File: src/rtl/gamepad_dev.sv
// gamepad_dev - device end of an NES/SNES-style latch/clock/data gamepad link.
//
// The host drives pad_latch and pad_clk asynchronously; both pins are
// synchronized and glitch-filtered before use. On latch the live button state
// is loaded into one 16-bit shift register per data line. Each accepted
// pad_clk rising edge then shifts out the next bit, LSB first, active-low.
//
// Ports:
//   clk, rst_n      system clock, asynchronous active-low reset
//   pad_latch       host latch pin (async, active-high)
//   pad_clk         host clock pin (async, idles high)
//   pad_data        serial data per line to the host (active-low, 0 = pressed)
//   btn_value       button state, 16 bits per line, 1 = pressed, bit 0 first
//   ctrl_en         1 = respond to host, 0 = behave as an unplugged pad
//   stat_frame      one-cycle pulse on each accepted latch falling edge
//   stat_snapshot   btn_value captured at the last latch falling edge
//   stat_clk_cnt    pad_clk rises since the last latch fall, saturating at 63
module gamepad_dev #(
  parameter int unsigned DATA_WIDTH  = 2,
  parameter int unsigned SYNC_STAGES = 2,
  parameter int unsigned FILT_LEN    = 3
) (
  input  logic                       clk,
  input  logic                       rst_n,
  input  logic                       pad_latch,
  input  logic                       pad_clk,
  output logic [DATA_WIDTH-1:0]      pad_data,
  input  logic [16*DATA_WIDTH-1:0]   btn_value,
  input  logic                       ctrl_en,
  output logic                       stat_frame,
  output logic [16*DATA_WIDTH-1:0]   stat_snapshot,
  output logic [5:0]                 stat_clk_cnt
);

  localparam int unsigned CW = (FILT_LEN > 1) ? $clog2(FILT_LEN) : 1;

  typedef enum logic [1:0] {
    IDLE  = 2'd0,
    LOAD  = 2'd1,
    SHIFT = 2'd2
  } state_t;

  // Synchronizers: latch idles low, clk idles high.
  logic [SYNC_STAGES-1:0] lat_sync_q, lat_sync_d;
  logic [SYNC_STAGES-1:0] clk_sync_q, clk_sync_d;

  // Filter state, index 0 = latch, index 1 = clk.
  logic [1:0]         s;
  logic [1:0]         f_q, f_d;
  logic [1:0]         fd_q, fd_d;
  logic [1:0][CW-1:0] c_q, c_d;

  logic latch_f, latch_rise, latch_fall, clk_rise;

  state_t state_q, state_d;
  logic [DATA_WIDTH-1:0][15:0] sr_q, sr_d;
  logic [DATA_WIDTH-1:0][15:0] btn_arr;
  logic                        frame_q, frame_d;
  logic [16*DATA_WIDTH-1:0]    snap_q, snap_d;
  logic [5:0]                  cnt_q, cnt_d;

  assign btn_arr = btn_value;

  always_comb begin
    lat_sync_d = {lat_sync_q[SYNC_STAGES-2:0], pad_latch};
    clk_sync_d = {clk_sync_q[SYNC_STAGES-2:0], pad_clk};
    s          = {clk_sync_q[SYNC_STAGES-1], lat_sync_q[SYNC_STAGES-1]};
  end

  // A new level is adopted only after it has differed from the filtered
  // value for FILT_LEN consecutive cycles; any return resets the count.
  always_comb begin
    f_d  = f_q;
    c_d  = c_q;
    fd_d = f_q;
    for (int unsigned i = 0; i < 2; i++) begin
      if (s[i] == f_q[i]) begin
        c_d[i] = '0;
      end else if (c_q[i] == CW'(FILT_LEN - 1)) begin
        f_d[i] = s[i];
        c_d[i] = '0;
      end else begin
        c_d[i] = c_q[i] + CW'(1);
      end
    end
  end

  assign latch_f    = f_q[0];
  assign latch_rise = f_q[0] & ~fd_q[0];
  assign latch_fall = ~f_q[0] & fd_q[0];
  assign clk_rise   = f_q[1] & ~fd_q[1];

  // Latch handling is checked before clk in every state, so a clk rise
  // coinciding with a latch edge or a held latch never shifts.
  always_comb begin
    state_d = state_q;
    sr_d    = sr_q;
    frame_d = 1'b0;
    snap_d  = snap_q;
    cnt_d   = cnt_q;
    if (!ctrl_en) begin
      state_d = IDLE;
      sr_d    = '1;
    end else begin
      case (state_q)
        IDLE: begin
          sr_d = '1;
          if (latch_f) begin
            state_d = LOAD;
          end
        end
        LOAD: begin
          for (int unsigned k = 0; k < DATA_WIDTH; k++) begin
            sr_d[k] = ~btn_arr[k];
          end
          if (latch_fall) begin
            state_d = SHIFT;
            snap_d  = btn_value;
            frame_d = 1'b1;
            cnt_d   = '0;
          end
        end
        SHIFT: begin
          if (latch_rise) begin
            state_d = LOAD;
          end else if (clk_rise) begin
            for (int unsigned k = 0; k < DATA_WIDTH; k++) begin
              sr_d[k] = {1'b1, sr_q[k][15:1]};
            end
            if (cnt_q != 6'd63) begin
              cnt_d = cnt_q + 6'd1;
            end
          end
        end
        default: begin
          state_d = IDLE;
          sr_d    = '1;
        end
      endcase
    end
  end

  always_ff @(posedge clk or negedge rst_n) begin
    if (!rst_n) begin
      lat_sync_q <= '0;
      clk_sync_q <= '1;
      f_q        <= 2'b10;
      fd_q       <= 2'b10;
      c_q        <= '0;
      state_q    <= IDLE;
      sr_q       <= '1;
      frame_q    <= 1'b0;
      snap_q     <= '0;
      cnt_q      <= '0;
    end else begin
      lat_sync_q <= lat_sync_d;
      clk_sync_q <= clk_sync_d;
      f_q        <= f_d;
      fd_q       <= fd_d;
      c_q        <= c_d;
      state_q    <= state_d;
      sr_q       <= sr_d;
      frame_q    <= frame_d;
      snap_q     <= snap_d;
      cnt_q      <= cnt_d;
    end
  end

  always_comb begin
    pad_data = '1;
    for (int unsigned k = 0; k < DATA_WIDTH; k++) begin
      pad_data[k] = sr_q[k][0];
    end
  end

  assign stat_frame    = frame_q;
  assign stat_snapshot = snap_q;
  assign stat_clk_cnt  = cnt_q;

endmodule

File: config.mk
export PLATFORM = sky130hd
export DESIGN_NAME = gamepad_dev
export DESIGN_NICKNAME = d
export VERILOG_FILES = /design/src/rtl/gamepad_dev.sv
export SDC_FILE = /design/constraint.sdc
export NUM_CORES = 1
export LEC_CHECK = 0
export CAP_MARGIN = 10
export CORE_MARGIN = 2
export CORE_UTILIZATION = 50
export CTS_BUF_LIST = sky130_fd_sc_hd__clkbuf_2 sky130_fd_sc_hd__clkbuf_4 sky130_fd_sc_hd__clkbuf_8
export CTS_CLUSTER_SIZE = 10
export DETAILED_ROUTE_END_ITERATION = 10
export DONT_BUFFER_PORTS = 1
export SLEW_MARGIN = 20
export SYNTH_ARGS = -nofsm -noshare
export SYNTH_HDL_FRONTEND = slang
export SYNTH_SLANG_ARGS = --single-unit
File: constraint.sdc
create_clock -name clk -period 5 [get_ports clk]
set_input_delay 1 -clock clk [delete_from_list [all_inputs] [get_ports clk]]
set_output_delay 1 -clock clk [all_outputs]
set_load 0.01 [all_outputs]
After elaboration in Yosys (flattened, before gate mapping). Cells that the tools add are included.

Flip-flop bits (word level): 85. Latch bits: 0. RAM bits: 0. Bits in read-only memories: 0. Word-level logic and storage cells: 71. Memories kept: 0.

$add $sub $neg: 3. Multipliers: 0. Divide/modulo/power cells: 0. Magnitude comparators: 0. Eq/ne operators: 16. Shifts and indexed selects: 0. Muxes and demuxes: 21. Bitwise gates (word level): 10. Reduce and logical (&&, ||, !) cells: 8.

Operators with widths (number): 32-bit two-way mux (3); 32-bit case mux with 2 select lines (1); 16-bit NOT (2); 6-bit two-way mux (4); 2-bit two-way mux (8); 3-bit inequality test (second input constant) (5); 6-bit case mux with 2 select lines (1); 2-bit inequality test (second input constant) (4); 6-bit by 1-bit adder with 6-bit output (second input constant) (1); 2-bit equality test (second input constant) (3); 6-bit inequality test (second input constant) (1); 2-bit case mux with 3 select lines (1); 2-bit AND reduction (3); 3-bit AND reduction (2); 6-bit AND reduction (1); 1-bit NOT (5); 2-bit by 1-bit adder with 2-bit output (second input constant) (2); 1-bit bitwise AND (3); 1-bit two-way mux (3); 1-bit equality test (2); 2-bit by 1-bit equality test with 1-bit output (second input constant) (1); 2-bit logical NOT (1); 2-bit nonzero test (1).

Depth between registers and ports, before layout. Gate-level depths: netlist of the first run.

Word-level depth: 6. Gate-level depth with buffers: 7. Depth with buffers taken out: 6.

Least setup slack after synthesis of the first run. OpenSTA, ideal clock, no wires.

Kind: in2reg. Start: in ctrl_en. End: reg cnt_q[2], in the netlist stat_clk_cnt[2]. Setup time: 0.126 ns. Data arrival time: 1.699 ns. Slack: 3.175 ns. Stages on the path: 4. Path buffers: 0. Cell sequence: o21ai_0 > a21oi_2 > nand3_2 > a221o_1.

Cells in the longest elaborated chain, start to end: 1.

Ends and longest elaborated chain: start, declared (line 29) `input logic ctrl_en,`; 6-bit AND reduction (no line); end signal, assigned (line 165) `cnt_q <= cnt_d;`; end, declared (line 60) `logic [5:0] cnt_q, cnt_d;`.

Every way passes these cells. A chain may end at the register's enable or synchronous reset.

Final worst setup path of the first run.
Start: reg state_q[0]. End: reg sr_q[5] in the netlist's numbering.

Cells in the longest elaborated chain, start to end: 3. Elaborated cells on any way between the ends: 7. Classes of those cells: eq/ne: 4; mux: 2; reduce/logical: 1.

Ends and longest elaborated chain: start, declared (line 55) `state_t state_q, state_d;`; start signal, assigned (line 161) `state_q <= state_d;`; 2-bit equality test or 2-bit by 1-bit equality test with 1-bit output (tied branches) (line 105) `case (state_q)`; 32-bit case mux with 2 select lines or 3-bit inequality test (tied branches); 32-bit two-way mux or 2-bit AND reduction (tied branches); end signal, assigned (line 162) `sr_q <= sr_d;`; end, declared (line 56) `logic [DATA_WIDTH-1:0][15:0] sr_q, sr_d;`.

Parallel ways exist; a longest one is shown, timed or not.

==> run_results.csv, run 1 <==
group,metric,value,unit
status,status,"finished, final reports clean",
yosys,synth_top_family_by_area,"multiplexers",
grt,met3_usage,5.00,%
cells_and_area,final_nets,335,
clock_network,htreeDepth,3,
clock_network,cts_setup_buffers,0,
yosys,synth_edf_count,0,
die,io_pins,78,
grt,grt_pass1_wl,11400,um
die,core,7730,um^2
grt,grt_use_met2,26.0,%
clock_network,insertion_delay,0.35,ns
critical_path,crit_type,"flip-flop to flip-flop",
timing,clock.fmax,432,MHz
timing,fin_crit,2.31,ns
yosys,synthXorXnorAreaFrac,0.440,%
critical_path,worstPathArrival,2.60,ns
yosys,synth_warnings,0,
timing,max_slew_margin,29.0,%
route,vias,2266,
timing,whs,0.334,ns
yosys,synth_top_cells_by_area,"dfrtp_1, dfstp_2, mux2_4",
cells_and_area,final_util,53.7,%
grt,grt-ovfl-total,0,
clock_network,cts_made_buffers,9,
critical_path,required,5.29,ns
die,die_w,93.2,um
grt,gr-usage-met1,22.8,%
yosys,yosysTopAreaCell,"dfrtp_1",
power,p_int,1.59,mW
cells_and_area,nFillCells,657,
timing,rsz0062_at_grt,"no",
yosys,postSynth.asyncResetShare,100,%
yosys,synth.net_count,342,
yosys,synth_top_area_share,30.8,%
cells_and_area,insertedDiodeCount,0,
clock_network,ctsRootBufferMaster,"clkbuf_8",
placement,dp_hpwl,4270,um
route,antenna_left,0,
power,pwr-share-comb,26.6,%
placement,dpl_cell_area,3960,um^2
timing,drv_slew,0,
power,power_density,567,nW/um^2
power,seqPwrFrac,53.4,%
power,ir_drop,0.000244,V
placement,port_buffers,0,
route,drc_errors,0,
route,initialDrtViolationCount,77,
grt,grt_max_degree,86,
power,p_leak,1.87,nW
die,dieArea,8690,um^2
critical_path,startpoint_type,"flip-flop",
route,dr.pass1.iters,4,
critical_path,r2r_setup_slack,2.69,ns
critical_path,worstPathMaxFanout,32,
min_path,hp-class,"input pin to asynchronous set/reset pin",
clock_network,cts_resized,0,
yosys,synth_cell_type_count,45,
yosys,muxShareOfSynthArea,21.8,%
clock_network,clock-sinks,85,
route,wl_per_cell,17.8,um
yosys,ys_ff_latch,85,
die,num_rows,32,
grt,grt.busiest_layer,"met2",
clock_network,clk_pin_slew,0.09,ns
yosys,avgSynthCellArea,13.3,um^2
power,power.total,2.35,mW
cells_and_area,final_area,4150,um^2
yosys,synth_area,3980,um^2
yosys,yosys.area_share.simple,5.25,%
critical_path,critPathCaptureType,"flip-flop",
grt,grt_pass1_vias,2342,
power,clkPwrFrac,20.0,%
yosys,synthCells,299,
timing,fin_tns_setup,0,ns
yosys,ys_seq_area_share,54.6,%
grt,grtUsageTotal,17.0,%
timing,hold_viol_final,0,
die,start_util,51.5,%
clock_network,clockBufferDepth,2,
timing,finalSetupViolCount,0,
yosys,synth-compound-area-share,11.4,%
clock_network,tritoncts,"built",
route,viasPerCell,5.68,
timing,skew,0.00951,ns
power,p_sw_share,32.5,%
cells_and_area,syn_to_final_growth,4.37,%
timing,worstMarginPinSlew,1.06,ns
yosys,synth_common_cells,"dfrtp_1, dfstp_2, mux2_2",
job,cap_violations,0,
yosys,synth_fa_ha_area_share,1.89,%
cells_and_area,layout-drive-gt1-share,45.1,%
grt,antenna_found_initial,0,
placement,gp_congestion,0.698,
route,finalWirelength,7090,um
clock_network,postCtsHoldBufs,0,
yosys,ys.flop_type,"dfrtp_1",
die,die_h,93.2,um
timing,timing.final.crit_share,46.3,%
power,power_switching,0.765,mW
yosys,synth.most_common_cell,"dfrtp_1",
## kinds of logic after synthesis
group | count (synthesis)
and+or+nand+nor | 33
adders and majority gates | 6
buffers and inverters | 27
DFF | 85
xor gates and xnor gates | 2
muxes | 67
AOI/OAI and AO/OA | 79
## cells in the final DEF, fill, tap and decap left out, types with 2 or more instances in the layout
master	n
dfstp_2	36
clkinvlp_4	3
and3_1	3
dfrtp_1	49
clkbuf_8	12
nand3_2	2
nor3b_1	3
nor2_1	4
inv_1	8
a221o_1	3
a21oi_1	32
mux2_2	36
nand2_1	5
mux2_4	30
xnor2_1	2
a21oi_2	2
nor2b_1	2
ha_1	6
nor3_1	3
nand3_1	2
o21ai_0	33
## registers in the layout (all words and copies together), names as in the netlist
signal and flops:
c_q 4, clk_sync_q 2, stat_snapshot 32, stat_frame 1, stat_clk_cnt 6, sr_q 30, fd_q 2, f_q 2
state_q 2, lat_sync_q 2, pad_data 2
## worst max-delay path: stages (launching register included)
cell and delay, ns:
dfrtp_1 0.39, inv_1 0.10, ha_1 0.37, and3b_1 0.29, a21o_2 0.21, nand2_4 0.45, mux2_2 0.40
## per-stage QoR
step,cells,setup slack [ns]
floorplan,299,3.17
global placement,383,2.47
detailed placement,383,2.46
CTS,399,2.68
global route,399,2.50
finish,399,2.69
## layout make-up
class | count | area (um^2) | area share [%]
clock buffer | 12 | 165 | 3.98
clock inverter | 4 | 31.3 | 0.753
inverter | 8 | 30.0 | 0.723
multi-input combinational | 187 | 1620 | 39.0
sequential | 85 | 2170 | 52.3
tap | 102 | 128 | 3.07
timing repair buffer | 1 | 7.51 | 0.181
## power groups by stage
stage | clock network [mW] | logic [mW] | registers [mW]
6_report | 0.471 | 0.626 | 1.26
2_1_floorplan | 0 | 0.577 | 1.21
5_1_grt | 0.510 | 0.695 | 1.30
4_1_cts | 0.482 | 0.634 | 1.26
3_5_place_dp | 0 | 0.631 | 1.27
3_3_place_gp | 0 | 0.610 | 1.26
## worst paths after layout
path                          startpoint              end  cells past startpoint
max                           state_q[0]          sr_q[5]                      6
min                                rst_n  stat_clk_cnt[1]                      0
max reg2reg                   state_q[0]          sr_q[5]                      6
min in group clk           lat_sync_q[0]    lat_sync_q[1]                      0
min reg2reg                lat_sync_q[0]    lat_sync_q[1]                      0
max in group asynchronous          rst_n         sr_q[24]                      0
## metal layers
| layer | vias to the layer above | wire length [um] |
|---|---|---|
| met3 | 12 | 383 |
| met4 | 0 | 122 |
| met5 | - | 0 |
| met2 | 51 | 3250 |
| li1 | 1048 | - |
| met1 | 1155 | 3330 |
(Power assumes the default switching activity.)
==> inputs of run 2 (changes only) <==
--- a/config.mk
+++ b/config.mk
@@ -12,6 +12,7 @@
 export CTS_CLUSTER_SIZE = 10
 export DETAILED_ROUTE_END_ITERATION = 10
 export DONT_BUFFER_PORTS = 1
+export PLACE_DENSITY = 0.68
 export SLEW_MARGIN = 20
 export SYNTH_ARGS = -nofsm -noshare
 export SYNTH_HDL_FRONTEND = slang
==> constraint.sdc (replaced) <==
create_clock -name clk -period 1.99 [get_ports clk]
set_input_delay 0.398 -clock clk [delete_from_list [all_inputs] [get_ports clk]]
set_output_delay 0.398 -clock clk [all_outputs]
set_load 0.01 [all_outputs]
==> run 2 against run 1 <==
Cell area up 2.6%. Clock skew up 0.0011 ns. Power rose to 2.6 times the previous value. Sequential power rose to 2.5 times the previous value. The flow now finishes with violations (hold timing). Worst setup slack worse by 2.5 ns. Largest power group unchanged. Clock-buffer cell count down 2. Sequential share of layout area down 1.3 points. Maximum frequency up 26%.
==> run_results.csv, run 2 (synthesis gave the netlist of run 1 again) <==
group,metric,value,unit
clock_network,ctsRootBufferMaster,"clkbuf_8",
die,die_h,93.2,um
grt,gr-usage-met1,23.9,%
placement,port_buffers,0,
power,p_leak,1.93,nW
timing,rsz0062_at_grt,"no",
critical_path,worstPathMaxFanout,9,
timing,worstMarginPinSlew,0.337,ns
route,antenna_left,0,
grt,grt-ovfl-total,0,
timing,max_slew_margin,77.5,%
cells_and_area,largest_reg_flops,32,
power,power.total,6.04,mW
die,io_pins,78,
cells_and_area,syn_to_final_growth,7.04,%
timing,setup_ws,0.149,ns
route,drc_errors,0,
clock_network,tritoncts,"built",
grt,antenna_found_initial,0,
route,finalWirelength,7220,um
die,start_util,51.5,%
critical_path,critPathCaptureType,"flip-flop",
die,num_rows,32,
power,p_sw_share,32.2,%
timing,finalSetupViolCount,0,
power,clkPwrFrac,20.6,%
die,die_w,93.2,um
timing,fin_crit,1.84,ns
timing,drv_slew,0,
critical_path,required,2.27,ns
power,ir_drop,0.000659,V
route,wl_per_cell,17.6,um
grt,grt_pass1_vias,2381,
cells_and_area,final_util,55.1,%
die,dieArea,8690,um^2
timing,hold_viol_final,85,
placement,gp_congestion,0.748,
placement,dp_slack,0.163,ns
clock_network,cts_setup_buffers,0,
status,status,"complete, but fails checks",
route,vias,2310,
placement,dp_hpwl,4760,um
clock_network,clk_pin_slew,0.10,ns
clock_network,cts_resized,0,
cells_and_area,mostFrequentLayoutCells,"dfrtp_1, mux2_2, dfstp_2",
power,power_density,1420,nW/um^2
timing,skew,0.0106,ns
die,core,7730,um^2
grt,grt_use_met2,26.1,%
job,cap_violations,0,
grt,grtUsageTotal,17.5,%
power,seqPwrFrac,52.2,%
grt,grt.busiest_layer,"met2",
cells_and_area,layout-drive-gt1-share,46.9,%
clock_network,htreeDepth,3,
critical_path,worstPathArrival,2.12,ns
grt,grt_max_degree,86,
grt,grt_pass1_wl,11700,um
timing,timing.final.crit_share,92.5,%
min_path,hp-class,"input pin to asynchronous set/reset pin",
route,initialDrtViolationCount,137,
cells_and_area,nFillCells,654,
critical_path,crit_start,"state_q[0]",
clock_network,clock-sinks,85,
power,p_int,4.09,mW
critical_path,crit_type,"flip-flop to flip-flop",
critical_path,startpoint_type,"flip-flop",
status,violations,"hold timing",
cells_and_area,insertedDiodeCount,0,
route,dr.pass1.iters,4,
clock_network,clockBufferDepth,2,
timing,clock.fmax,543,MHz
timing,whs,-0.271,ns
cells_and_area,final_common_cell,"dfrtp_1",
critical_path,r2r_start,"state_q[0]",
clock_network,cts_made_buffers,9,
grt,met3_usage,5.56,%
route,viasPerCell,5.65,
power,pwr-share-comb,27.2,%
critical_path,r2r_cells,7,
timing,fin_tns_setup,0,ns
power,power_switching,1.95,mW
clock_network,insertion_delay,0.35,ns
cells_and_area,final_nets,345,
run 2: cell count changes in the layout (fill, tap and decap cells not counted), sizes merged:
cell / previous run / this run
inv: 8 / 9
clkinvlp: 3 / 2
buf: 1 / 11
bufinv: 0 / 1
clkbuf: 12 / 10
clkinv: 1 / 2
run 2: per-layer routing:
| metal | up-vias | part of all wire [%] | wire (um) |
|---|---|---|---|
| met5 | - | 0 | 0 |
| met4 | 0 | 1.6 | 112 |
| met3 | 6 | 6.5 | 470 |
| met2 | 68 | 47 | 3390 |
| met1 | 1165 | 45 | 3250 |
| li1 | 1071 | - | - |
run 2: path summary, 6_finish.rpt:
check	slack [ns]	end
worst max-delay path	0.15	sr_q[10]
worst min-delay path	-0.27	stat_snapshot[20]
worst max register to register	0.15	sr_q[10]
worst min register to register	0.36	clk_sync_q[1]
max in group asynchronous	2.03	sr_q[2]
min in group clk	0.04	clk_sync_q[0]
run 2: through the flow:
| step | cells | cell area (um^2) |
|---|---|---|
| 2_1_floorplan | 299 | 3980 |
| 3_3_place_gp | 393 | 4060 |
| 3_5_place_dp | 393 | 4060 |
| 4_1_cts | 409 | 4260 |
| 5_1_grt | 409 | 4260 |
| 6_report | 409 | 4260 |
run 2: worst max-delay path: stages, from the launching register on:
cell,delay (ns)
dfrtp_1,0.38
inv_1,0.10
ha_1,0.21
and3b_1,0.20
a21o_2,0.21
nand2_4,0.17
buf_4,0.20
mux2_4,0.31
run 2: area by class of cell:
cell class	count	area (um^2)	share of cell area (%)
Sequential cell	85	2170	51.0
Tap cell	102	128	3.00
Inverter	8	30.0	0.705
Clock inverter	6	71.3	1.67
Multi-Input combinational cell	187	1620	38.0
Timing Repair Buffer	11	108	2.53
Clock buffer	10	131	3.08
run 2: power by group through the flow:
stage / clock network (mW) / logic, mW / registers (mW)
5_1_grt: 1.35 / 1.81 / 3.26
4_1_cts: 1.28 / 1.66 / 3.17
3_5_place_dp: 0 / 1.66 / 3.19
3_3_place_gp: 0 / 1.59 / 3.17
2_1_floorplan: 0 / 1.45 / 3.05
6_report: 1.25 / 1.64 / 3.15
